$ cat config.mk
export PLATFORM = sky130hd
export DESIGN_NAME = uart_bus_bridge_flat
export DESIGN_NICKNAME = d
export VERILOG_FILES = /design/src/rtl/uart_bus_bridge_pkg.sv /design/src/rtl/uart_bus_bridge_if.sv /design/src/rtl/uart_bus_bridge_timeout.sv /design/src/rtl/uart_bus_bridge.sv /design/src/flat_wrapper.sv
export SDC_FILE = /design/constraint.sdc
export NUM_CORES = 1
export LEC_CHECK = 0
export ABC_CLOCK_PERIOD_IN_PS = 2200
export CORE_ASPECT_RATIO = 0.7
export CORE_UTILIZATION = 47
export CTS_BUF_LIST = sky130_fd_sc_hd__clkbuf_2
export CTS_CLUSTER_DIAMETER = 100
export DETAILED_ROUTE_END_ITERATION = 16
export PLACE_DENSITY_LB_ADDON = 0.05
export SYNTH_ARGS = -nofsm -noshare
export SYNTH_HDL_FRONTEND = slang
export SYNTH_SLANG_ARGS = --single-unit
$ cat constraint.sdc
create_clock -name clk -period 2.2 [get_ports clk]
set_clock_uncertainty 0.15 [all_clocks]
set_input_delay 0.66 -clock clk [delete_from_list [all_inputs] [get_ports clk]]
set_output_delay 0.66 -clock clk [all_outputs]
set_load 0.005 [all_outputs]
$ cat src/rtl/uart_bus_bridge_pkg.sv
// Shared opcodes, response bytes, FSM states and bus request layout for the UART bus bridge.
// Frames are little-endian: 'W' A0..A3 D0..D3 -> 'K', 'R' A0..A3 -> R0..R3.
package uart_bridge_pkg;

  localparam logic [7:0] OP_READ  = 8'h52;
  localparam logic [7:0] OP_WRITE = 8'h57;
  localparam logic [7:0] RESP_ACK = 8'h4B;
  localparam logic [7:0] RESP_ERR = 8'h3F;

  localparam int unsigned ADDR_BYTES  = 4;
  localparam int unsigned DATA_BYTES  = 4;
  localparam int unsigned RDATA_BYTES = 4;

  typedef enum logic [2:0] {
    ST_IDLE,
    ST_GET_ADDR,
    ST_GET_DATA,
    ST_BUS,
    ST_SEND
  } state_t;

  typedef struct packed {
    logic [31:0] addr;
    logic [31:0] wdata;
    logic [3:0]  wstrb;
  } mem_req_t;

endpackage

$ cat src/rtl/uart_bus_bridge_if.sv
// Byte-stream (buart rx/tx) and PicoRV32-style memory bus seen by the bridge.
// master = bridge side, slave = buart + memory side.
interface uart_bus_bridge_if;
  logic [7:0]  rx_data;
  logic        rx_valid;
  logic        rx_rd;
  logic [7:0]  tx_data;
  logic        tx_wr;
  logic        tx_busy;
  logic        mem_valid;
  logic [31:0] mem_addr;
  logic [31:0] mem_wdata;
  logic [3:0]  mem_wstrb;
  logic [31:0] mem_rdata;
  logic        mem_ready;

  modport master (
    input  rx_data, rx_valid, tx_busy, mem_rdata, mem_ready,
    output rx_rd, tx_data, tx_wr, mem_valid, mem_addr, mem_wdata, mem_wstrb
  );

  modport slave (
    output rx_data, rx_valid, tx_busy, mem_rdata, mem_ready,
    input  rx_rd, tx_data, tx_wr, mem_valid, mem_addr, mem_wdata, mem_wstrb
  );
endinterface

$ cat src/rtl/uart_bus_bridge_timeout.sv
// Inter-byte idle counter: clears on clr or when disabled, expire holds while count == TIMEOUT_CYCLES.
// Latency: expire asserts TIMEOUT_CYCLES cycles after the last clear; no backpressure.
module bridge_timeout #(
  parameter int unsigned TIMEOUT_CYCLES = 65536
) (
  input  logic clk,
  input  logic reset,
  input  logic en,
  input  logic clr,
  output logic expire
);

  localparam int unsigned CW = $clog2(TIMEOUT_CYCLES + 1);
  localparam logic [CW-1:0] LIMIT = CW'(TIMEOUT_CYCLES);

  logic [CW-1:0] count_q, count_d;

  always_comb begin
    count_d = count_q;
    if (!en || clr) begin
      count_d = '0;
    end else if (count_q != LIMIT) begin
      count_d = count_q + CW'(1);
    end
  end

  always_ff @(posedge clk) begin
    if (reset) begin
      count_q <= '0;
    end else begin
      count_q <= count_d;
    end
  end

  assign expire = en && (count_q == LIMIT);

endmodule

$ cat src/rtl/uart_bus_bridge.sv
// UART command responder: parses R/W frames from buart rx, runs one 32-bit bus access, answers on buart tx.
// Latency: last frame byte consumed -> mem_valid in 2 cycles; waits indefinitely on mem_ready and tx_busy.
module uart_bus_bridge
  import uart_bridge_pkg::*;
#(
  parameter int unsigned TIMEOUT_CYCLES = 65536,
  parameter logic [7:0]  CMD_READ       = uart_bridge_pkg::OP_READ,
  parameter logic [7:0]  CMD_WRITE      = uart_bridge_pkg::OP_WRITE
) (
  input  logic                     clk,
  input  logic                     reset,
  uart_bus_bridge_if.master        bus,
  output logic                     active
);

  state_t      state_q, state_d;
  logic [1:0]  bytecnt_q, bytecnt_d;
  logic        is_write_q, is_write_d;
  mem_req_t    req_q, req_d;
  logic        mem_valid_q, mem_valid_d;
  logic [31:0] resp_q, resp_d;
  logic [2:0]  resp_len_q, resp_len_d;
  logic [1:0]  tx_idx_q, tx_idx_d;
  logic        tx_wr_q, tx_wr_d;
  logic [7:0]  tx_data_q, tx_data_d;
  logic        holdoff_q, holdoff_d;
  logic        txhold_q, txhold_d;
  logic        active_q, active_d;

  logic accepting;
  logic consume;
  logic expire;
  logic tmo_en;

  assign accepting = (state_q == ST_IDLE) || (state_q == ST_GET_ADDR) || (state_q == ST_GET_DATA);
  assign tmo_en    = (state_q == ST_GET_ADDR) || (state_q == ST_GET_DATA);
  // A timeout in the same cycle as a new byte wins; the byte stays pending as the next opcode.
  assign consume   = bus.rx_valid && !holdoff_q && accepting && !expire && !reset;

  bridge_timeout #(
    .TIMEOUT_CYCLES(TIMEOUT_CYCLES)
  ) u_timeout (
    .clk   (clk),
    .reset (reset),
    .en    (tmo_en),
    .clr   (consume),
    .expire(expire)
  );

  always_comb begin
    state_d     = state_q;
    bytecnt_d   = bytecnt_q;
    is_write_d  = is_write_q;
    req_d       = req_q;
    mem_valid_d = mem_valid_q;
    resp_d      = resp_q;
    resp_len_d  = resp_len_q;
    tx_idx_d    = tx_idx_q;
    tx_wr_d     = 1'b0;
    tx_data_d   = tx_data_q;
    // buart drops rx_valid and raises tx_busy one cycle late; mask those stale cycles.
    holdoff_d   = consume;
    txhold_d    = tx_wr_q;

    unique case (state_q)
      ST_IDLE: begin
        if (consume) begin
          if (bus.rx_data == CMD_READ || bus.rx_data == CMD_WRITE) begin
            is_write_d = (bus.rx_data == CMD_WRITE);
            bytecnt_d  = 2'd0;
            state_d    = ST_GET_ADDR;
          end else begin
            resp_d     = {24'h0, RESP_ERR};
            resp_len_d = 3'd1;
            tx_idx_d   = 2'd0;
            state_d    = ST_SEND;
          end
        end
      end

      ST_GET_ADDR: begin
        if (expire) begin
          state_d = ST_IDLE;
        end else if (consume) begin
          req_d.addr[{bytecnt_q, 3'b000} +: 8] = bus.rx_data;
          bytecnt_d = bytecnt_q + 2'd1;
          if (bytecnt_q == 2'(ADDR_BYTES - 1)) begin
            state_d = is_write_q ? ST_GET_DATA : ST_BUS;
          end
        end
      end

      ST_GET_DATA: begin
        if (expire) begin
          state_d = ST_IDLE;
        end else if (consume) begin
          req_d.wdata[{bytecnt_q, 3'b000} +: 8] = bus.rx_data;
          bytecnt_d = bytecnt_q + 2'd1;
          if (bytecnt_q == 2'(DATA_BYTES - 1)) begin
            state_d = ST_BUS;
          end
        end
      end

      ST_BUS: begin
        if (!mem_valid_q) begin
          mem_valid_d = 1'b1;
          req_d.wstrb = is_write_q ? 4'hF : 4'h0;
        end else if (bus.mem_ready) begin
          mem_valid_d = 1'b0;
          req_d.wstrb = 4'h0;
          resp_d      = is_write_q ? {24'h0, RESP_ACK} : bus.mem_rdata;
          resp_len_d  = is_write_q ? 3'd1 : 3'(RDATA_BYTES);
          tx_idx_d    = 2'd0;
          state_d     = ST_SEND;
        end
      end

      ST_SEND: begin
        if (!bus.tx_busy && !txhold_q && !tx_wr_q) begin
          tx_wr_d   = 1'b1;
          tx_data_d = resp_q[{tx_idx_q, 3'b000} +: 8];
          tx_idx_d  = tx_idx_q + 2'd1;
          if ({1'b0, tx_idx_q} == resp_len_q - 3'd1) begin
            state_d = ST_IDLE;
          end
        end
      end

      default: state_d = ST_IDLE;
    endcase

    active_d = (state_d != ST_IDLE);
  end

  always_ff @(posedge clk) begin
    if (reset) begin
      state_q     <= ST_IDLE;
      bytecnt_q   <= 2'd0;
      is_write_q  <= 1'b0;
      req_q       <= '0;
      mem_valid_q <= 1'b0;
      resp_q      <= 32'h0;
      resp_len_q  <= 3'd0;
      tx_idx_q    <= 2'd0;
      tx_wr_q     <= 1'b0;
      tx_data_q   <= 8'h0;
      holdoff_q   <= 1'b0;
      txhold_q    <= 1'b0;
      active_q    <= 1'b0;
    end else begin
      state_q     <= state_d;
      bytecnt_q   <= bytecnt_d;
      is_write_q  <= is_write_d;
      req_q       <= req_d;
      mem_valid_q <= mem_valid_d;
      resp_q      <= resp_d;
      resp_len_q  <= resp_len_d;
      tx_idx_q    <= tx_idx_d;
      tx_wr_q     <= tx_wr_d;
      tx_data_q   <= tx_data_d;
      holdoff_q   <= holdoff_d;
      txhold_q    <= txhold_d;
      active_q    <= active_d;
    end
  end

  assign bus.rx_rd     = consume;
  assign bus.tx_wr     = tx_wr_q;
  assign bus.tx_data   = tx_data_q;
  assign bus.mem_valid = mem_valid_q;
  assign bus.mem_addr  = {req_q.addr[31:2], 2'b00};
  assign bus.mem_wdata = req_q.wdata;
  assign bus.mem_wstrb = req_q.wstrb;
  assign active        = active_q;

endmodule
$ cat src/flat_wrapper.sv
// flat-port wrapper written by rule: the top's interface ports become plain ports
module uart_bus_bridge_flat import uart_bridge_pkg::*;
#(
  parameter int unsigned TIMEOUT_CYCLES = 65536,
  parameter logic [7:0]  CMD_READ       = uart_bridge_pkg::OP_READ,
  parameter logic [7:0]  CMD_WRITE      = uart_bridge_pkg::OP_WRITE
)
  (clk, reset, active, bus_rx_data, bus_rx_valid, bus_tx_busy, bus_mem_rdata, bus_mem_ready, bus_rx_rd, bus_tx_data, bus_tx_wr, bus_mem_valid, bus_mem_addr, bus_mem_wdata, bus_mem_wstrb);
  uart_bus_bridge_if bus_i ();
  input  logic clk;
  input  logic reset;
  output logic active;
  input wire logic [$bits(bus_i.rx_data)-1:0] bus_rx_data;
  input wire logic [$bits(bus_i.rx_valid)-1:0] bus_rx_valid;
  input wire logic [$bits(bus_i.tx_busy)-1:0] bus_tx_busy;
  input wire logic [$bits(bus_i.mem_rdata)-1:0] bus_mem_rdata;
  input wire logic [$bits(bus_i.mem_ready)-1:0] bus_mem_ready;
  output wire logic [$bits(bus_i.rx_rd)-1:0] bus_rx_rd;
  output wire logic [$bits(bus_i.tx_data)-1:0] bus_tx_data;
  output wire logic [$bits(bus_i.tx_wr)-1:0] bus_tx_wr;
  output wire logic [$bits(bus_i.mem_valid)-1:0] bus_mem_valid;
  output wire logic [$bits(bus_i.mem_addr)-1:0] bus_mem_addr;
  output wire logic [$bits(bus_i.mem_wdata)-1:0] bus_mem_wdata;
  output wire logic [$bits(bus_i.mem_wstrb)-1:0] bus_mem_wstrb;
  assign bus_i.rx_data = bus_rx_data;
  assign bus_i.rx_valid = bus_rx_valid;
  assign bus_i.tx_busy = bus_tx_busy;
  assign bus_i.mem_rdata = bus_mem_rdata;
  assign bus_i.mem_ready = bus_mem_ready;
  assign bus_rx_rd = bus_i.rx_rd;
  assign bus_tx_data = bus_i.tx_data;
  assign bus_tx_wr = bus_i.tx_wr;
  assign bus_mem_valid = bus_i.mem_valid;
  assign bus_mem_addr = bus_i.mem_addr;
  assign bus_mem_wdata = bus_i.mem_wdata;
  assign bus_mem_wstrb = bus_i.mem_wstrb;
  uart_bus_bridge #(.TIMEOUT_CYCLES(TIMEOUT_CYCLES), .CMD_READ(CMD_READ), .CMD_WRITE(CMD_WRITE)) u_core (.clk(clk), .reset(reset), .bus(bus_i), .active(active));
endmodule
After elaboration in Yosys (flattened, before gate mapping)
Index checks and enable logic that the tools add are counted.
{"block": "op_classes", "addsub": 5, "eq_ne": 19, "shift": 3, "muxes": 45, "bitwise_logic": 2, "reduce_logical": 35}
{"cell": "$mux 32", "n": 5}
{"cell": "$bwmux 32", "n": 2}
{"cell": "$pmux 32 s2", "n": 1}
{"cell": "$mux 3", "n": 17}
{"cell": "$shift 8x7->32 const A", "n": 1}
{"cell": "$shiftx 32x6->8", "n": 1}
{"cell": "$shiftx 8x7->32", "n": 1}
{"cell": "$mux 2", "n": 9}
{"cell": "$add 17x1->17 const B", "n": 1}
{"cell": "$eq 17x17->1 const B", "n": 1}
{"cell": "$ne 17x17->1 const B", "n": 1}
{"cell": "$eq 8x7->1 const B", "n": 2}
{"cell": "$pmux 3 s5", "n": 1}
{"cell": "$mux 4", "n": 3}
{"cell": "$ne 2x2->1 const B", "n": 6}
{"cell": "$reduce_and 5->1", "n": 2}
{"cell": "$reduce_and 3->1", "n": 3}
{"cell": "$logic_and 1x1->1", "n": 7}
{"cell": "$logic_not 1->1", "n": 7}
{"cell": "$neg 5->7", "n": 1}
{"cell": "$eq 3x2->1 const B", "n": 2}
{"cell": "$ne 2x1->1 const B", "n": 3}
{"cell": "$pmux 2 s3", "n": 1}
{"cell": "$pmux 3 s2", "n": 1}
{"cell": "16 further kinds", "n": 30}
{"block": "totals", "ff_bits": 141, "inputBits": 45, "output_inout_bits": 80, "wordCells": 125}

Logic depth before layout (Yosys ltp)
{"block": "logic_depth", "word_depth": 10, "depth_mapped": 9, "ltp_nobuf": 7}

By module
Synthesis repeated with hierarchy kept, for this count alone.
{"block": "hier_totals", "hier_cells": 636, "area_unflattened_um2": 5739.3}
{"mod": "uart_bus_bridge", "instances": 1, "cells_per_inst": 536, "area_each_um2": 4875.9, "seq_area_each_um2": 2362.3}
{"mod": "bridge_timeout", "instances": 1, "cells_per_inst": 100, "area_each_um2": 863.3, "seq_area_each_um2": 340.3}

Worst setup path before layout
Ideal clock, no wire load.
{"block": "synth_path", "path_type": "input-to-reg", "startpoint": "input port reset", "endpoint": "register u_core.req_q (netlist bit u_core.bus.mem_addr[2])", "setup_time_ns": 0.117, "arrival_time_ns": 2.022, "t_required_ns": 1.933, "path_slack_ns": -0.089, "cell_stages": 7, "n_path_buf": 2, "cell_sequence": "buf_6 or4b_4 nor3_4 and2_4 buf_12 a21oi_4 a22o_1"}
{"block": "synth_via", "elab_chain_cells": 3}
{"element": "start: declaration", "line": "flat_wrapper.sv:11", "rtl": "input logic reset;"}
{"element": "$logic_not 1->1", "line": "uart_bus_bridge.sv:38", "rtl": "assign consume = bus.rx_valid && !holdoff_q && accepting && !expire && !reset;"}
{"element": "$logic_and 1x1->1", "line": "uart_bus_bridge.sv:38"}
{"element": "$reduce_and 3->1 (no source line)"}
{"element": "end signal: assignment", "line": "uart_bus_bridge.sv:155", "rtl": "req_q <= req_d;"}
{"element": "end: declaration", "line": "uart_bus_bridge.sv:19", "rtl": "mem_req_t req_q, req_d;"}
Several ways; a longest one is shown, not always the timed one.
A chain may end at the register's enable or synchronous reset.

Final worst setup path
{"block": "layout_path", "startpoint": "register u_core.u_timeout.count_q[0]", "endpoint": "output port bus_rx_rd"}
{"block": "layout_via", "elab_chain_cells": 5}
{"element": "start: declaration", "line": "uart_bus_bridge_timeout.sv:16", "rtl": "logic [CW-1:0] count_q, count_d;"}
{"element": "start signal: assignment", "line": "uart_bus_bridge_timeout.sv:31", "rtl": "count_q <= count_d;"}
{"element": "$eq 17x17->1", "line": "uart_bus_bridge_timeout.sv:35", "rtl": "assign expire = en && (count_q == LIMIT);"}
{"element": "$logic_and 1x1->1", "line": "uart_bus_bridge_timeout.sv:35"}
{"element": "$logic_not 1->1", "line": "uart_bus_bridge.sv:38"}
{"element": "$logic_and 1x1->1 (2 in series)", "line": "uart_bus_bridge.sv:38"}
{"element": "end: declaration", "line": "flat_wrapper.sv:18", "rtl": "output wire logic [$bits(bus_i.rx_rd)-1:0] bus_rx_rd;"}
No other way between the ends.

==> impl_metrics.env <==
export IMPL_port_buffers=122
export IMPL_leakage_power_nw=3.433
export IMPL_reg2regPathDepth=9
export IMPL_grt_overflow_total=0
export IMPL_worst_path_largest_cell_delay_ns=0.37
export IMPL_fin_crit_ns=2.964
export IMPL_globalplace_congestion=0.8221
export IMPL_maxCapViolCount=0
export IMPL_grt_antenna_before_repair=0
export IMPL_clock_tree_htree_level_count=4
export IMPL_required_ns=1.39
export IMPL_first_pass_iters=7
export IMPL_power_density_mw_per_mm2=531.0
export IMPL_async_set_or_reset_flop_fraction_in_the_synthesized_netlist=0
export IMPL_fraction_of_layout_instances_using_a_drive_strength_above_1=0.3056
export IMPL_core_area_sq_mm=0.01177
export IMPL_worst_slew_pin_transition_ns=0.5945
export IMPL_power_ir_vdd_worst_v=0.0003320
export IMPL_area_growth_synth_to_final_pct=41.24
export IMPL_starting_density_of_the_core=0.4844
export IMPL_count_of_buffer_and_inverter_cells_on_the_critical_path=2
export IMPL_insertion_delay_ns=0.69
export IMPL_cp_slowest_cell="sky130_fd_sc_hd__dfxtp_2"
export IMPL_clkTransAtPathRegs_ns=0.20
export IMPL_average_wire_per_cell_in_the_routed_design_um=15.75
export IMPL_timing_fmax_ghz=0.3374
export IMPL_clock_sinks=135
export IMPL_cts_buffers=17
export IMPL_postLayoutCoreUtil=0.6842
export IMPL_cts_path_max_buffers=2
export IMPL_post_place_ws_ns=-0.8116
export IMPL_hold_viol_final=0
export IMPL_synth_top_area_frac=0.4741
export IMPL_die_outline_area_sq_mm=0.01258
export IMPL_arrival_time_of_the_worst_setup_path_ns=2.15
export IMPL_most_repeated_cell_in_the_gate_level_netlist_after_synthesis="sky130_fd_sc_hd__dfxtp_1"
export IMPL_worstReg2RegEnd="u_core.bytecnt_q[1]"
export IMPL_final_seq_area_sq_mm=0.002799
export IMPL_netlist_top_cells_area="sky130_fd_sc_hd__dfxtp_1, sky130_fd_sc_hd__mux2i_1, sky130_fd_sc_hd__nand2_1"
export IMPL_crit_path_start_kind="flip-flop"
export IMPL_finalWorstSetupSlack_ns=-0.7637
export IMPL_library_cell_occupying_the_most_area_in_the_post_synthesis_netlist="sky130_fd_sc_hd__dfxtp_1"
export IMPL_wirelength_mm=15.36
export IMPL_cts_root_buffer_cell="sky130_fd_sc_hd__clkbuf_2"
export IMPL_slew_headroom=0.6037
export IMPL_vias_per_cell=5.268
export IMPL_critical_path_endpoint_type="primary output"
export IMPL_postSynthCellCount=607
export IMPL_postSynth_topFlopCell="sky130_fd_sc_hd__dfxtp_1"
export IMPL_min_delay_start="reset"
export IMPL_fp_dieW_um=133.6
export IMPL_std_cell_rows=33
export IMPL_ant_nets=0
export IMPL_synth_edff_count=0
export IMPL_regToRegStartpoint="u_core.u_timeout.count_q[0]"
export IMPL_maxSlewViolCount=0
export IMPL_clock_tree_from_tritoncts="built"
export IMPL_min_period_over_period=1.347
export IMPL_timing_final_setup_violations=2
export IMPL_timing_setup_critical_path_class="reg2out"
export IMPL_synth_avg_cell_area_sq_um=9.391
export IMPL_num_vias=5136
export IMPL_worst_path_max_fanout=2
export IMPL_dr_first_iter_drc_count=351
export IMPL_layoutNonFillerInstCount=975
export IMPL_place_hpwl_mm=10.75
export IMPL_cp_top_family="simple AND/OR/NAND/NOR gates"
export IMPL_filler_cell_count=938
export IMPL_post_synth_num_cell_types=51
export IMPL_chip_height_um=94.14
export IMPL_min_delay_worst_endpoint="u_core.holdoff_q"
export IMPL_regToRegSetupSlack_ns=0.01
export IMPL_violations="setup timing"
export IMPL_gr_usage_all_layers=0.2534
export IMPL_antenna_diode_count=0
export IMPL_vias_in_the_first_global_route=4823
export IMPL_cp_num_cells=8
export IMPL_seq_area_frac_synth=0.4741
export IMPL_yosys_register_bits=135
export IMPL_ys_top_cells_by_count="sky130_fd_sc_hd__dfxtp_1, sky130_fd_sc_hd__nand2_1, sky130_fd_sc_hd__nor2_1"
export IMPL_multi_input_area_sq_mm=0.002798
export IMPL_run_status="complete, but fails checks"
export IMPL_tns_ns=-0.7671
export IMPL_dpl_cell_count=915
export IMPL_num_nets_final=856
export IMPL_grt_start_max_net_pins=57
export IMPL_cell_area_after_synthesis_sq_mm=0.005700
export IMPL_post_route_drc_count=0
export IMPL_ordered_list_of_cells_on_the_worst_path="inv_2 > ha_4 > nor4bb_4 > and4_4 > a21oi_4 > a21oi_2 > nor2_1 > buf_2"
export IMPL_design_portCount=125
export IMPL_holdPathStages=4
export IMPL_grt_first_pass_wirelength_mm=24.45
export IMPL_yosysWarnings=0
export IMPL_hp_class="in2reg"
export IMPL_rsz0062_at_grt="true"
-- placed cells by master (no fill, tap or decap), drive strengths merged, types with 7 or more instances in the layout --
| cell type | synthesis | layout |
|---|---|---|
| dfxtp | 135 | 135 |
| xor2 | 13 | 13 |
| buf | 26 | 100 |
| clkbuf | 16 | 25 |
| nor3 | 8 | 8 |
| nor2 | 61 | 61 |
| a21oi | 38 | 38 |
| nand4 | 7 | 7 |
| o21ai | 8 | 8 |
| dlygate4sd2 | 0 | 27 |
| nand2 | 74 | 74 |
| mux2i | 36 | 36 |
| nand3 | 27 | 27 |
| clkdlybuf4s15 | 0 | 43 |
| nand2b | 40 | 40 |
| a22o | 12 | 12 |
| mux4 | 8 | 8 |
| inv | 17 | 20 |
| a22oi | 25 | 25 |
| clkdlybuf4s50 | 0 | 43 |
-- routing by layer --
metal | track usage | share of wire | up-vias | wire length, um
li1 | - | - | 2496 | -
met1 | 0.3519 | 0.48 | 2434 | 7374
met2 | 0.3824 | 0.43 | 190 | 6638
met3 | 0.06850 | 0.071 | 16 | 1094
met4 | 0.07576 | 0.016 | 0 | 249
met5 | 0 | 0 | - | 0
-- worst max-delay path by stage --
stage | endpoint | start
CTS | bus_rx_rd | u_core.u_timeout.count_q[0]
detailed placement | bus_rx_rd | bus_rx_valid
floorplan | u_core.bus.mem_addr[2] | reset
global route | bus_rx_rd | u_core.u_timeout.count_q[0]
global placement | bus_rx_rd | bus_rx_valid
finish | bus_rx_rd | u_core.u_timeout.count_q[0]
-- registers in the layout (all words and copies together), names as in the netlist --
register,cells
u_core.bus.mem_addr,30
u_core.bus.tx_wr,1
u_core.txhold_q,1
u_core.tx_idx_q,2
u_core.bus.mem_valid,1
u_core.active,1
u_core.resp_len_q,2
u_core.state_q,3
u_core.is_write_q,1
u_core.bus.tx_data,8
u_core.bus.mem_wdata,32
u_core.holdoff_q,1
u_core.resp_q,32
u_core.bus.mem_wstrb,1
u_core.u_timeout.count_q,17
u_core.bytecnt_q,2
-- cells by family (layout without fill, tap and decap cells) --
| logic type | Yosys count | count (layout) | share of synthesized area |
|---|---|---|---|
| buffers and inverters | 59 | 269 | 0.05048 |
| multiplexers | 44 | 44 | 0.09482 |
| AND/OR/NAND/NOR | 249 | 249 | 0.2261 |
| XOR/XNOR | 17 | 17 | 0.02612 |
| other | 1 | 2 | 0.0006578 |
| AO/OA/AOI/OAI | 96 | 96 | 0.1146 |
| flip-flops | 135 | 135 | 0.4741 |
| adder cells (fa/ha/maj) | 6 | 6 | 0.01317 |
-- area by class of cell --
class | count | share of cell area
Clock inverter | 14 | 0.01865
Tap cell | 157 | 0.02440
Clock buffer | 18 | 0.01119
Timing Repair Buffer | 220 | 0.2427
Multi-Input combinational cell | 414 | 0.3475
Inverter | 17 | 0.007925
Sequential cell | 135 | 0.3476
-- timing repair --
action	in CTS	in global routing
hold buffers	0	0
setup endpoints to repair	106	116
setup buffers	25	6
endpoints found under the hold margin	0	0
gates resized for setup	175	62
pin swaps	6	5
-- tightest hold or removal path, stage by stage --
cell	delay (ns)
sky130_fd_sc_hd__buf_4	0.09
sky130_fd_sc_hd__or4b_4	0.12
sky130_fd_sc_hd__buf_6	0.11
sky130_fd_sc_hd__nor2_1	0.05
-- where the power goes --
group	leakage, nW	internal [mW]	total [mW]	switching, mW
logic	2.16	0.164	0.308	0.144
clock network	0.141	0.533	1.49	0.959
registers	1.13	2.47	2.47	0.00923
total	3.43	3.16	4.28	1.11
-- stage by stage --
stage	cell area [sq um]	hold slack (ns)	power [mW]
6_report	8051	0.2119	4.275
5_1_grt	8051	0.1636	4.451
4_1_cts	7978	0.1846	4.297
3_5_place_dp	7486	0.3008	2.828
3_3_place_gp	7486	0.2941	2.824
2_1_floorplan	5709	0.2790	2.651
No activity file was read; power rests on OpenSTA's default activity.
